File: config.mk
export PLATFORM = sky130hd
export DESIGN_NAME = ux607_tl2icb_bridge
export DESIGN_NICKNAME = d
export VERILOG_FILES = /design/src/rtl/ux607_tl2icb_bridge.sv
export SDC_FILE = /design/constraint.sdc
export NUM_CORES = 1
export LEC_CHECK = 0
export CAP_MARGIN = 0
export CORE_MARGIN = 2
export CORE_UTILIZATION = 25
export DETAILED_ROUTE_END_ITERATION = 8
export PLACE_DENSITY = 0.75
export SETUP_SLACK_MARGIN = 0.15
export SLEW_MARGIN = 0
export SYNTH_ARGS = -nofsm -noshare
export SYNTH_HDL_FRONTEND = slang
export SYNTH_SLANG_ARGS = --single-unit
File: constraint.sdc
create_clock -name clk_i -period 2.3 [get_ports clk_i]
set_input_delay 0.345 -clock clk_i [delete_from_list [all_inputs] [get_ports clk_i]]
set_output_delay 0.345 -clock clk_i [all_outputs]
set_load 0.02 [all_outputs]
File: src/rtl/ux607_tl2icb_bridge.sv
// ux607_tl2icb_bridge: TileLink-UL (A/D) responder issuing one ICB command per beat, in-order D responses.
// Optional D-channel skid buffer enabled by defining UX607_TL2ICB_RSP_BUF_EN.
`ifndef UX607_PA_SIZE
`define UX607_PA_SIZE 32
`endif

module ux607_tl2icb_bridge #(
  parameter int TL_AW      = 29,
  parameter int ICB_AW     = `UX607_PA_SIZE,
  parameter int OUTS_DEPTH = 2
) (
  input  logic              clk_i,
  input  logic              rst_n_i,
  input  logic              tl_a_valid_i,
  output logic              tl_a_ready_o,
  input  logic [2:0]        tl_a_opcode_i,
  input  logic [2:0]        tl_a_size_i,
  input  logic [4:0]        tl_a_source_i,
  input  logic [TL_AW-1:0]  tl_a_address_i,
  input  logic [3:0]        tl_a_mask_i,
  input  logic [31:0]       tl_a_data_i,
  output logic              tl_d_valid_o,
  input  logic              tl_d_ready_i,
  output logic [2:0]        tl_d_opcode_o,
  output logic [2:0]        tl_d_size_o,
  output logic [4:0]        tl_d_source_o,
  output logic [1:0]        tl_d_addr_lo_o,
  output logic [31:0]       tl_d_data_o,
  output logic              tl_d_error_o,
  output logic              icb_cmd_valid_o,
  input  logic              icb_cmd_ready_i,
  output logic [ICB_AW-1:0] icb_cmd_addr_o,
  output logic              icb_cmd_read_o,
  output logic [31:0]       icb_cmd_wdata_o,
  output logic [3:0]        icb_cmd_wmask_o,
  input  logic              icb_rsp_valid_i,
  output logic              icb_rsp_ready_o,
  input  logic [31:0]       icb_rsp_rdata_i,
  input  logic              icb_rsp_err_i
);
  localparam int PW = (OUTS_DEPTH > 1) ? $clog2(OUTS_DEPTH) : 1;
  localparam int CW = $clog2(OUTS_DEPTH + 1);

  typedef struct packed {
    logic [4:0] source;
    logic [2:0] size;
    logic [1:0] addr_lo;
    logic       is_get;
    logic       local_err;
  } entry_t;

  typedef struct packed {
    logic [2:0]  opcode;
    logic [2:0]  size;
    logic [4:0]  source;
    logic [1:0]  addr_lo;
    logic [31:0] data;
    logic        error;
  } dbeat_t;

  entry_t        fifo_q [OUTS_DEPTH];
  entry_t        head;
  entry_t        new_entry;
  logic [PW-1:0] wr_ptr_q, wr_ptr_d, rd_ptr_q, rd_ptr_d;
  logic [CW-1:0] count_q, count_d;
  logic          unsup, full, empty, is_get, push, pop;
  logic          rd_valid, rd_ready;
  dbeat_t        rd_beat;

  function automatic logic [PW-1:0] next_ptr(input logic [PW-1:0] p);
    return (p == PW'(OUTS_DEPTH - 1)) ? '0 : p + 1'b1;
  endfunction

  assign is_get = (tl_a_opcode_i == 3'd4);
  assign unsup  = !((tl_a_opcode_i == 3'd0) || (tl_a_opcode_i == 3'd1) || is_get) || (tl_a_size_i > 3'd2);
  assign full   = (count_q == CW'(OUTS_DEPTH));
  assign empty  = (count_q == '0);

  assign icb_cmd_valid_o = rst_n_i & tl_a_valid_i & !full & !unsup;
  assign tl_a_ready_o    = rst_n_i & !full & (unsup | icb_cmd_ready_i);
  assign push            = tl_a_valid_i & tl_a_ready_o;

  assign icb_cmd_addr_o  = ICB_AW'(tl_a_address_i);
  assign icb_cmd_read_o  = is_get;
  assign icb_cmd_wdata_o = tl_a_data_i;

  always_comb begin
    icb_cmd_wmask_o = 4'b0000;
    case (tl_a_opcode_i)
      3'd1: icb_cmd_wmask_o = tl_a_mask_i;
      3'd0: begin
        case (tl_a_size_i)
          3'd2:    icb_cmd_wmask_o = 4'b1111;
          3'd1:    icb_cmd_wmask_o = 4'b0011 << {tl_a_address_i[1], 1'b0};
          default: icb_cmd_wmask_o = 4'b0001 << tl_a_address_i[1:0];
        endcase
      end
      default: icb_cmd_wmask_o = 4'b0000;
    endcase
  end

  assign new_entry = '{source: tl_a_source_i, size: tl_a_size_i, addr_lo: tl_a_address_i[1:0],
                       is_get: is_get, local_err: unsup};
  assign head = fifo_q[rd_ptr_q];

  // Locally-errored heads answer on their own; normal heads pass the ICB response straight through.
  always_comb begin
    rd_beat         = '0;
    rd_valid        = 1'b0;
    icb_rsp_ready_o = 1'b0;
    if (rst_n_i && !empty) begin
      rd_beat.opcode  = {2'b00, head.is_get};
      rd_beat.size    = head.size;
      rd_beat.source  = head.source;
      rd_beat.addr_lo = head.addr_lo;
      if (head.local_err) begin
        rd_valid      = 1'b1;
        rd_beat.error = 1'b1;
      end else begin
        rd_valid        = icb_rsp_valid_i;
        icb_rsp_ready_o = rd_ready;
        rd_beat.data    = head.is_get ? icb_rsp_rdata_i : 32'h0;
        rd_beat.error   = icb_rsp_err_i;
      end
    end
  end

  assign pop = rd_valid & rd_ready;

  always_comb begin
    wr_ptr_d = wr_ptr_q;
    rd_ptr_d = rd_ptr_q;
    count_d  = count_q;
    if (push) wr_ptr_d = next_ptr(wr_ptr_q);
    if (pop)  rd_ptr_d = next_ptr(rd_ptr_q);
    case ({push, pop})
      2'b10:   count_d = count_q + 1'b1;
      2'b01:   count_d = count_q - 1'b1;
      default: count_d = count_q;
    endcase
  end

  always_ff @(posedge clk_i) begin
    if (!rst_n_i) begin
      wr_ptr_q <= '0;
      rd_ptr_q <= '0;
      count_q  <= '0;
    end else begin
      wr_ptr_q <= wr_ptr_d;
      rd_ptr_q <= rd_ptr_d;
      count_q  <= count_d;
    end
  end

  always_ff @(posedge clk_i) begin
    if (push) fifo_q[wr_ptr_q] <= new_entry;
  end

`ifdef UX607_TL2ICB_RSP_BUF_EN
  // Two entries let a beat enter while one leaves, so ready depends only on occupancy.
  dbeat_t     buf_q [2];
  dbeat_t     buf_head;
  logic       buf_wp_q, buf_wp_d, buf_rp_q, buf_rp_d;
  logic [1:0] buf_cnt_q, buf_cnt_d;
  logic       buf_push, buf_pop;

  assign rd_ready     = (buf_cnt_q != 2'd2);
  assign buf_push     = rd_valid & rd_ready;
  assign tl_d_valid_o = rst_n_i & (buf_cnt_q != 2'd0);
  assign buf_pop      = tl_d_valid_o & tl_d_ready_i;
  assign buf_head     = buf_q[buf_rp_q];

  assign tl_d_opcode_o  = buf_head.opcode;
  assign tl_d_size_o    = buf_head.size;
  assign tl_d_source_o  = buf_head.source;
  assign tl_d_addr_lo_o = buf_head.addr_lo;
  assign tl_d_data_o    = buf_head.data;
  assign tl_d_error_o   = buf_head.error;

  always_comb begin
    buf_wp_d  = buf_wp_q;
    buf_rp_d  = buf_rp_q;
    buf_cnt_d = buf_cnt_q;
    if (buf_push) buf_wp_d = ~buf_wp_q;
    if (buf_pop)  buf_rp_d = ~buf_rp_q;
    case ({buf_push, buf_pop})
      2'b10:   buf_cnt_d = buf_cnt_q + 2'd1;
      2'b01:   buf_cnt_d = buf_cnt_q - 2'd1;
      default: buf_cnt_d = buf_cnt_q;
    endcase
  end

  always_ff @(posedge clk_i) begin
    if (!rst_n_i) begin
      buf_wp_q  <= 1'b0;
      buf_rp_q  <= 1'b0;
      buf_cnt_q <= 2'd0;
    end else begin
      buf_wp_q  <= buf_wp_d;
      buf_rp_q  <= buf_rp_d;
      buf_cnt_q <= buf_cnt_d;
    end
  end

  always_ff @(posedge clk_i) begin
    if (buf_push) buf_q[buf_wp_q] <= rd_beat;
  end
`else
  assign rd_ready       = tl_d_ready_i;
  assign tl_d_valid_o   = rd_valid;
  assign tl_d_opcode_o  = rd_beat.opcode;
  assign tl_d_size_o    = rd_beat.size;
  assign tl_d_source_o  = rd_beat.source;
  assign tl_d_addr_lo_o = rd_beat.addr_lo;
  assign tl_d_data_o    = rd_beat.data;
  assign tl_d_error_o   = rd_beat.error;
`endif

endmodule

==> results_dict.tcl, run 1 <==
set metrics [dict create \
    fin_tns_setup_ns 0 \
    finalWorstPathRequiredPeriod_ns 2.14 \
    grt_pass1_wl_um 8830 \
    synth_cell_types 30 \
    cp-start-kind "flip-flop" \
    cp_slowest_cell "dfxtp_1" \
    die_y_um 94.4 \
    antenna_found_initial 1 \
    p_sw_share_pct 25.8 \
    io-pin-count 234 \
    final_common_cell "clkdlybuf4s50_1" \
    num_rows 32 \
    clk_pin_slew_worst_paths_ns 0.06 \
    drive_above_1_share_pct 26.1 \
    synth-seq-cells 29 \
    postRouteAntennaNets 0 \
    htreeDepth 2 \
    dp_slack_ns -0.195 \
    syn2layout_area_growth_pct 48.8 \
    clkSinkCount 29 \
    grt_pass1_vias 1675 \
    pwr-share-seq_pct 45.3 \
    hpwl_um 4860 \
    dieArea_sq_um 8920 \
    clockBufferDepth 2 \
    holdWs_ns 0.482 \
    ys_seq_area_share_pct 40.1 \
    power_density_nw_per_um2 446 \
    power.total_mw 1.36 \
    io_buffers 110 \
    finalCritPeriodShare_pct 93.2 \
    arrival_ns 1.80 \
    worstSetupEndpointType "output port" \
    drv_cap 0 \
    place_congestion 0.756 \
    die_w_um 94.4 \
    hold_class "flip-flop to flip-flop" \
    n_fill_cell 766 \
    wl_per_cell_um 15.6 \
    grt_max_degree 33 \
    comb_power_share_pct 27.8 \
    cts-root-buf "clkbuf_8" \
    syn-instance-count 211 \
    drtIter0Drc 39 \
    slew_violations 0 \
    p_int_mw 1.01 \
    setup-violations-final 0 \
    most-common-layout-cells "clkdlybuf4s50_1, and2_1, clkdlybuf4s15_2" \
    grt.total_usage_pct 13.7 \
    overflow 0 \
    skew_ns 0.00640 \
    peakVddDrop_mv 0.266 \
    clk_latency_ns 0.27 \
    fin_ws_ns 0.156 \
    outcome "completed" \
    rsz0062_at_grt "yes" \
    post_drt_via_cell_ratio 4.22 \
    dr.pass1.iters 4 \
    min_from "rd_ptr_q$_SDFFE_PN0P_" \
    worstPathMaxFanout 32 \
    placeableCoreArea_sq_um 7810 \
    drt-total-wl_um 6040 \
    final_nets 399 \
    drc 0 \
    initial_core_util_pct 26.2 \
    netSwitchingPower_mw 0.351 \
    cellLeakagePower_nw 1.19 \
    cts_tree "built" \
    clockPowerShare_pct 26.9 \
    crit_path_max_incr_delay_ns 0.35 \
    required_ns 1.96 \
    crit_type "flip-flop to output port" \
    ys_warn_count 0 \
    hold_viol_final 0 \
    fmax_mhz 466 \
    synth_area_sq_um 2040 \
    avgSynthCellArea_sq_um 9.69 \
    num_vias 1628 \
    path_cells "mux2_4 -> nor3_4 -> buf_12 -> and2_1 -> clkdlybuf4s15_2" \
    cts_buffers 5 \
]
==> sequential cells by signal, summed over array words and instances, names as in the netlist, named ones only <==
register  cells
count_q       2
rd_ptr_q      1
wr_ptr_q      1
fifo_q       24
==> timing repair <==
| item | 4_1_cts | 5_1_grt |
|---|---|---|
| hold buffers | 0 | 0 |
| endpoints found under the setup margin | 53 | 39 |
| gates resized for setup | 125 | 13 |
| pin swaps | 1 | 1 |
| setup buffers | 1 | 0 |
==> power by group through the flow <==
stage / logic (mW) / clock network [mW] / registers, mW
after floorplan: 0.323 / 0 / 0.622
after global placement: 0.389 / 0 / 0.624
after detailed placement: 0.394 / 0 / 0.625
after CTS: 0.379 / 0.377 / 0.614
after global routing: 0.408 / 0.398 / 0.618
final: 0.377 / 0.366 / 0.614
==> synthesized netlist by cell type <==
| cell | instances | area share (%) |
|---|---|---|
| buf_4 | 66 | 24 |
| and2_1 | 33 | 10 |
| edfxtp_1 | 24 | 35 |
| nor2_1 | 22 | 4.0 |
| mux2i_1 | 14 | 6.9 |
| o21ai_0 | 7 | 1.7 |
| buf_2 | 5 | 1.2 |
| dfxtp_1 | 5 | 4.9 |
| nand2_1 | 5 | 0.92 |
| a21oi_1 | 3 | 0.73 |
| nor3b_1 | 3 | 1.1 |
| clkbuf_1 | 2 | 0.37 |
| inv_1 | 2 | 0.37 |
| nor3_1 | 2 | 0.49 |
| o211ai_1 | 2 | 0.73 |
| xnor2_1 | 2 | 0.86 |
| a211oi_1 | 1 | 0.37 |
| a21boi_0 | 1 | 0.37 |
| a22oi_1 | 1 | 0.37 |
| and3b_1 | 1 | 0.43 |
| conb_1 | 1 | 0.18 |
| ha_1 | 1 | 0.61 |
| mux2_4 | 1 | 0.73 |
| nor2b_1 | 1 | 0.31 |
| nor3_4 | 1 | 0.80 |
| o21ai_2 | 1 | 0.43 |
| o21bai_1 | 1 | 0.37 |
| o221a_2 | 1 | 0.55 |
| or2_2 | 1 | 0.31 |
| or3_1 | 1 | 0.31 |
==> metrics by stage <==
| stage | area, sq um | utilization (%) | instances |
|---|---|---|---|
| 3_5_place_dp | 2950 | 37.7 | 377 |
| 3_3_place_gp | 2950 | 37.7 | 377 |
| 6_report | 3040 | 39.0 | 386 |
| 5_1_grt | 3040 | 38.9 | 385 |
| 2_1_floorplan | 2060 | - | 215 |
| 4_1_cts | 3040 | 39.0 | 385 |
==> worst paths after layout <==
check                                               end  slack (ns)  cells after the start
worst max-delay path                    tl_d_data_o[28]        0.16                      5
worst max register to register  count_q[1]$_SDFFE_PN0P_        0.48                      6
worst min-delay path              rd_ptr_q$_SDFFE_PN0P_        0.48                      1
worst min register to register    rd_ptr_q$_SDFFE_PN0P_        0.48                      1
==> metal layers <==
| metal | GRT usage [%] | vias up | routed length (um) |
|---|---|---|---|
| met5 | 0 | - | 13 |
| li1 | - | 775 | - |
| met3 | 4.15 | 29 | 463 |
| met2 | 21.8 | 81 | 2780 |
| met4 | 6.28 | 2 | 201 |
| met1 | 17.0 | 741 | 2580 |
==> area by class of cell <==
type	count	area (sq um)	share of cell area [%]
tap	102	128	4.19
antenna	1	2.50	0.0822
clock inverter	1	3.75	0.123
sequential	29	821	27.0
clock buffer	6	72.6	2.38
inverter	2	7.51	0.247
timing repair buffer	134	1290	42.4
multi-input combinational	111	717	23.6
==> logic make-up after synthesis <==
family	after synthesis	synth area share, %
buffers and inverters	75	26.2
AND/OR/NAND/NOR	70	18.8
flip-flops	29	40.1
AO/OA/AOI/OAI	18	5.63
multiplexers	15	7.59
XOR/XNOR	2	0.857
adder cells (fa/ha/maj)	1	0.612
other	1	0.183
==> critical path, delay by kind of cell (launching register included) <==
family | cells | cell delay (ns)
multiplexers | 1 | 0.34
flip-flops | 1 | 0.35
buffers and inverters | 2 | 0.46
AND/OR/NAND/NOR | 2 | 0.38
(Power assumes the default switching activity.)
==> run 2, diff against run 1 <==
--- a/config.mk
+++ b/config.mk
@@ -11,6 +11,7 @@
 export DETAILED_ROUTE_END_ITERATION = 8
 export PLACE_DENSITY = 0.75
 export SETUP_SLACK_MARGIN = 0.15
+export SKIP_LAST_GASP = 1
 export SLEW_MARGIN = 0
 export SYNTH_ARGS = -nofsm -noshare
 export SYNTH_HDL_FRONTEND = slang
==> results of run 2 <==
Final layout, timing and power as in run 1 (identical DEF).
==> run 3, diff against run 2 <==
--- a/config.mk
+++ b/config.mk
@@ -10,7 +10,7 @@
 export CORE_UTILIZATION = 25
 export DETAILED_ROUTE_END_ITERATION = 8
 export PLACE_DENSITY = 0.75
-export SETUP_SLACK_MARGIN = 0.15
+export SETUP_SLACK_MARGIN = 0.5
 export SKIP_LAST_GASP = 1
 export SLEW_MARGIN = 0
 export SYNTH_ARGS = -nofsm -noshare
==> run 3 against run 2 <==
Sequential power up 0.8%. Global-route usage about the same. Sequential share of layout area is 2.4 points lower. Worst hold slack lost 0.0088 ns. Total power increased by 9.8%. Clock power up 20%. Flip-flop and latch count stayed put. Register-to-register slack worse by 0.02 ns. Highest routed layer unchanged. Cell count is 3.1% higher. Fmax grew 5.5%. Combinational power up 14%. First-iteration DRC count is 18% lower.
==> results_dict.tcl, run 3 (synthesis results as in run 1) <==
set metrics [dict create \
    syn2layout_area_growth_pct 64.0 \
    crit_type "flip-flop to output port" \
    placeableCoreArea_sq_um 7810 \
    n_fill_cell 734 \
    final_nets 411 \
    crit_path_max_incr_delay_ns 0.35 \
    most-common-layout-cells "clkdlybuf4s50_1, buf_6, buf_4" \
    post_drt_via_cell_ratio 4.36 \
    drtIter0Drc 32 \
    cts_tree "built" \
    min_from "rd_ptr_q$_SDFFE_PN0P_" \
    clockPowerShare_pct 29.6 \
    overflow 0 \
    largest_reg_flops 24 \
    fmax_mhz 492 \
    drt-total-wl_um 6590 \
    cts_buffers 5 \
    drc 0 \
    num_vias 1737 \
    dieArea_sq_um 8920 \
    cp.buffers_inverters 3 \
    diodes 0 \
    power.total_mw 1.49 \
    finalCritPeriodShare_pct 88.4 \
    crit_family "buffers and inverters" \
    grt_pass1_wl_um 9050 \
    postRouteAntennaNets 0 \
    die_y_um 94.4 \
    comb_power_share_pct 28.9 \
    p_sw_share_pct 25.9 \
    clockBufferDepth 2 \
    hold_class "flip-flop to flip-flop" \
    skew_ns 0.00331 \
    io_buffers 110 \
    cp_slowest_cell "dfxtp_2" \
    finalWorstPathRequiredPeriod_ns 2.03 \
    drv_cap 0 \
    antenna_found_initial 1 \
    drive_above_1_share_pct 45.9 \
    whs_path_depth 1 \
    dr.pass1.iters 4 \
    outcome "completed" \
    path_cells "mux2_4 -> nor3_4 -> buf_6 -> buf_16 -> and2_1 -> buf_6" \
    initial_core_util_pct 26.2 \
    arrival_ns 1.69 \
    cellLeakagePower_nw 1.41 \
    htreeDepth 2 \
    netSwitchingPower_mw 0.385 \
    reg2reg_depth 8 \
    worstSetupEndpointType "output port" \
    clkSinkCount 29 \
    grt_pass1_vias 1733 \
    hold_viol_final 0 \
    required_ns 1.96 \
    clk_pin_slew_worst_paths_ns 0.06 \
    hpwl_um 4840 \
    place_congestion 0.808 \
    holdWs_ns 0.473 \
    grt.total_usage_pct 13.7 \
    pwr-share-seq_pct 41.5 \
    reg_top3 "fifo_q: 24 flops, count_q: 2 flops" \
    reg2reg_slack_ns 0.46 \
    crit_top_cell "buf_6" \
    grt_max_degree 17 \
    die_w_um 94.4 \
    power_density_nw_per_um2 445 \
    final_common_cell "clkdlybuf4s50_1" \
    holdBufCountCts 0 \
    num_rows 32 \
    cts-root-buf "clkbuf_8" \
    rsz0062_at_grt "yes" \
    slew_violations 0 \
    worstPathMaxFanout 8 \
    regMostFlops "fifo_q" \
    setup-violations-final 0 \
    clk_latency_ns 0.27 \
    peakVddDrop_mv 0.328 \
    cp-start-kind "flip-flop" \
    r2r-end "count_q[1]$_SDFFE_PN0P_" \
    p_int_mw 1.11 \
    io-pin-count 234 \
    wl_per_cell_um 16.6 \
    utilization_pct 42.9 \
]
==> run 3: changes by cell type in the layout (fill, tap and decap cells not counted), moves of 3 or more <==
cell / before / now
buf_6: 0 / 40
nor2_1: 22 / 18
nor2_4: 0 / 3
and2_4: 0 / 25
buf_2: 1 / 7
clkdlybuf4s50_1: 57 / 46
and2_1: 33 / 8
clkdlybuf4s15_2: 32 / 1
==> run 3: layout make-up <==
cell class | count | area, sq um | share of cell area (%)
tap | 102 | 128 | 3.81
clock buffer | 7 | 96.3 | 2.87
inverter | 2 | 7.51 | 0.224
multi-input combinational | 111 | 862 | 25.7
sequential | 29 | 823 | 24.6
clock inverter | 1 | 5.00 | 0.149
timing repair buffer | 146 | 1430 | 42.7
==> run 3: metrics by stage <==
| stage | cells | cell area, sq um | worst slack [ns] | TNS [ns] |
|---|---|---|---|---|
| after global placement | 376 | 2940 | -0.129 | -3.19 |
| after global routing | 398 | 3350 | 0.192 | 0 |
| after floorplan | 215 | 2060 | 0.516 | 0 |
| after detailed placement | 376 | 2940 | -0.170 | -3.94 |
| after CTS | 391 | 3220 | 0.319 | 0 |
| final | 398 | 3350 | 0.267 | 0 |
==> run 3: timing repair <==
action,CTS,global route
cloned,1,4
resized for setup,302,34
setup endpoints to repair,78,69
pin swaps,6,24
setup buffers,6,3
==> run 3: worst max path at each step <==
stage | startpoint | endpoint | slack, ns | cells past startpoint
after global routing | flip-flop | tl_d_data_o[3] | 0.19 | 6
final | flip-flop | tl_d_data_o[3] | 0.27 | 6
after detailed placement | tl_a_opcode_i[2] | icb_cmd_wmask_o[3] | -0.17 | 6
after CTS | flip-flop | tl_d_data_o[8] | 0.32 | 6
after floorplan | flip-flop | count_q[1]$_SDFFE_PN0P_ | 0.52 | 6
after global placement | tl_a_opcode_i[2] | icb_cmd_wmask_o[3] | -0.13 | 6
==> run 3: power groups by stage <==
stage | logic (mW) | registers [mW] | clock network, mW
floorplan | 0.323 | 0.622 | 0
global placement | 0.387 | 0.625 | 0
detailed placement | 0.390 | 0.626 | 0
CTS | 0.404 | 0.616 | 0.452
global route | 0.460 | 0.621 | 0.474
finish | 0.431 | 0.619 | 0.441
==> run 3: per-layer routing <==
layer	global-route usage, %	wire, um
met5	0	13
met4	6.04	235
met3	6.15	607
met2	22.5	3170
met1	15.2	2560
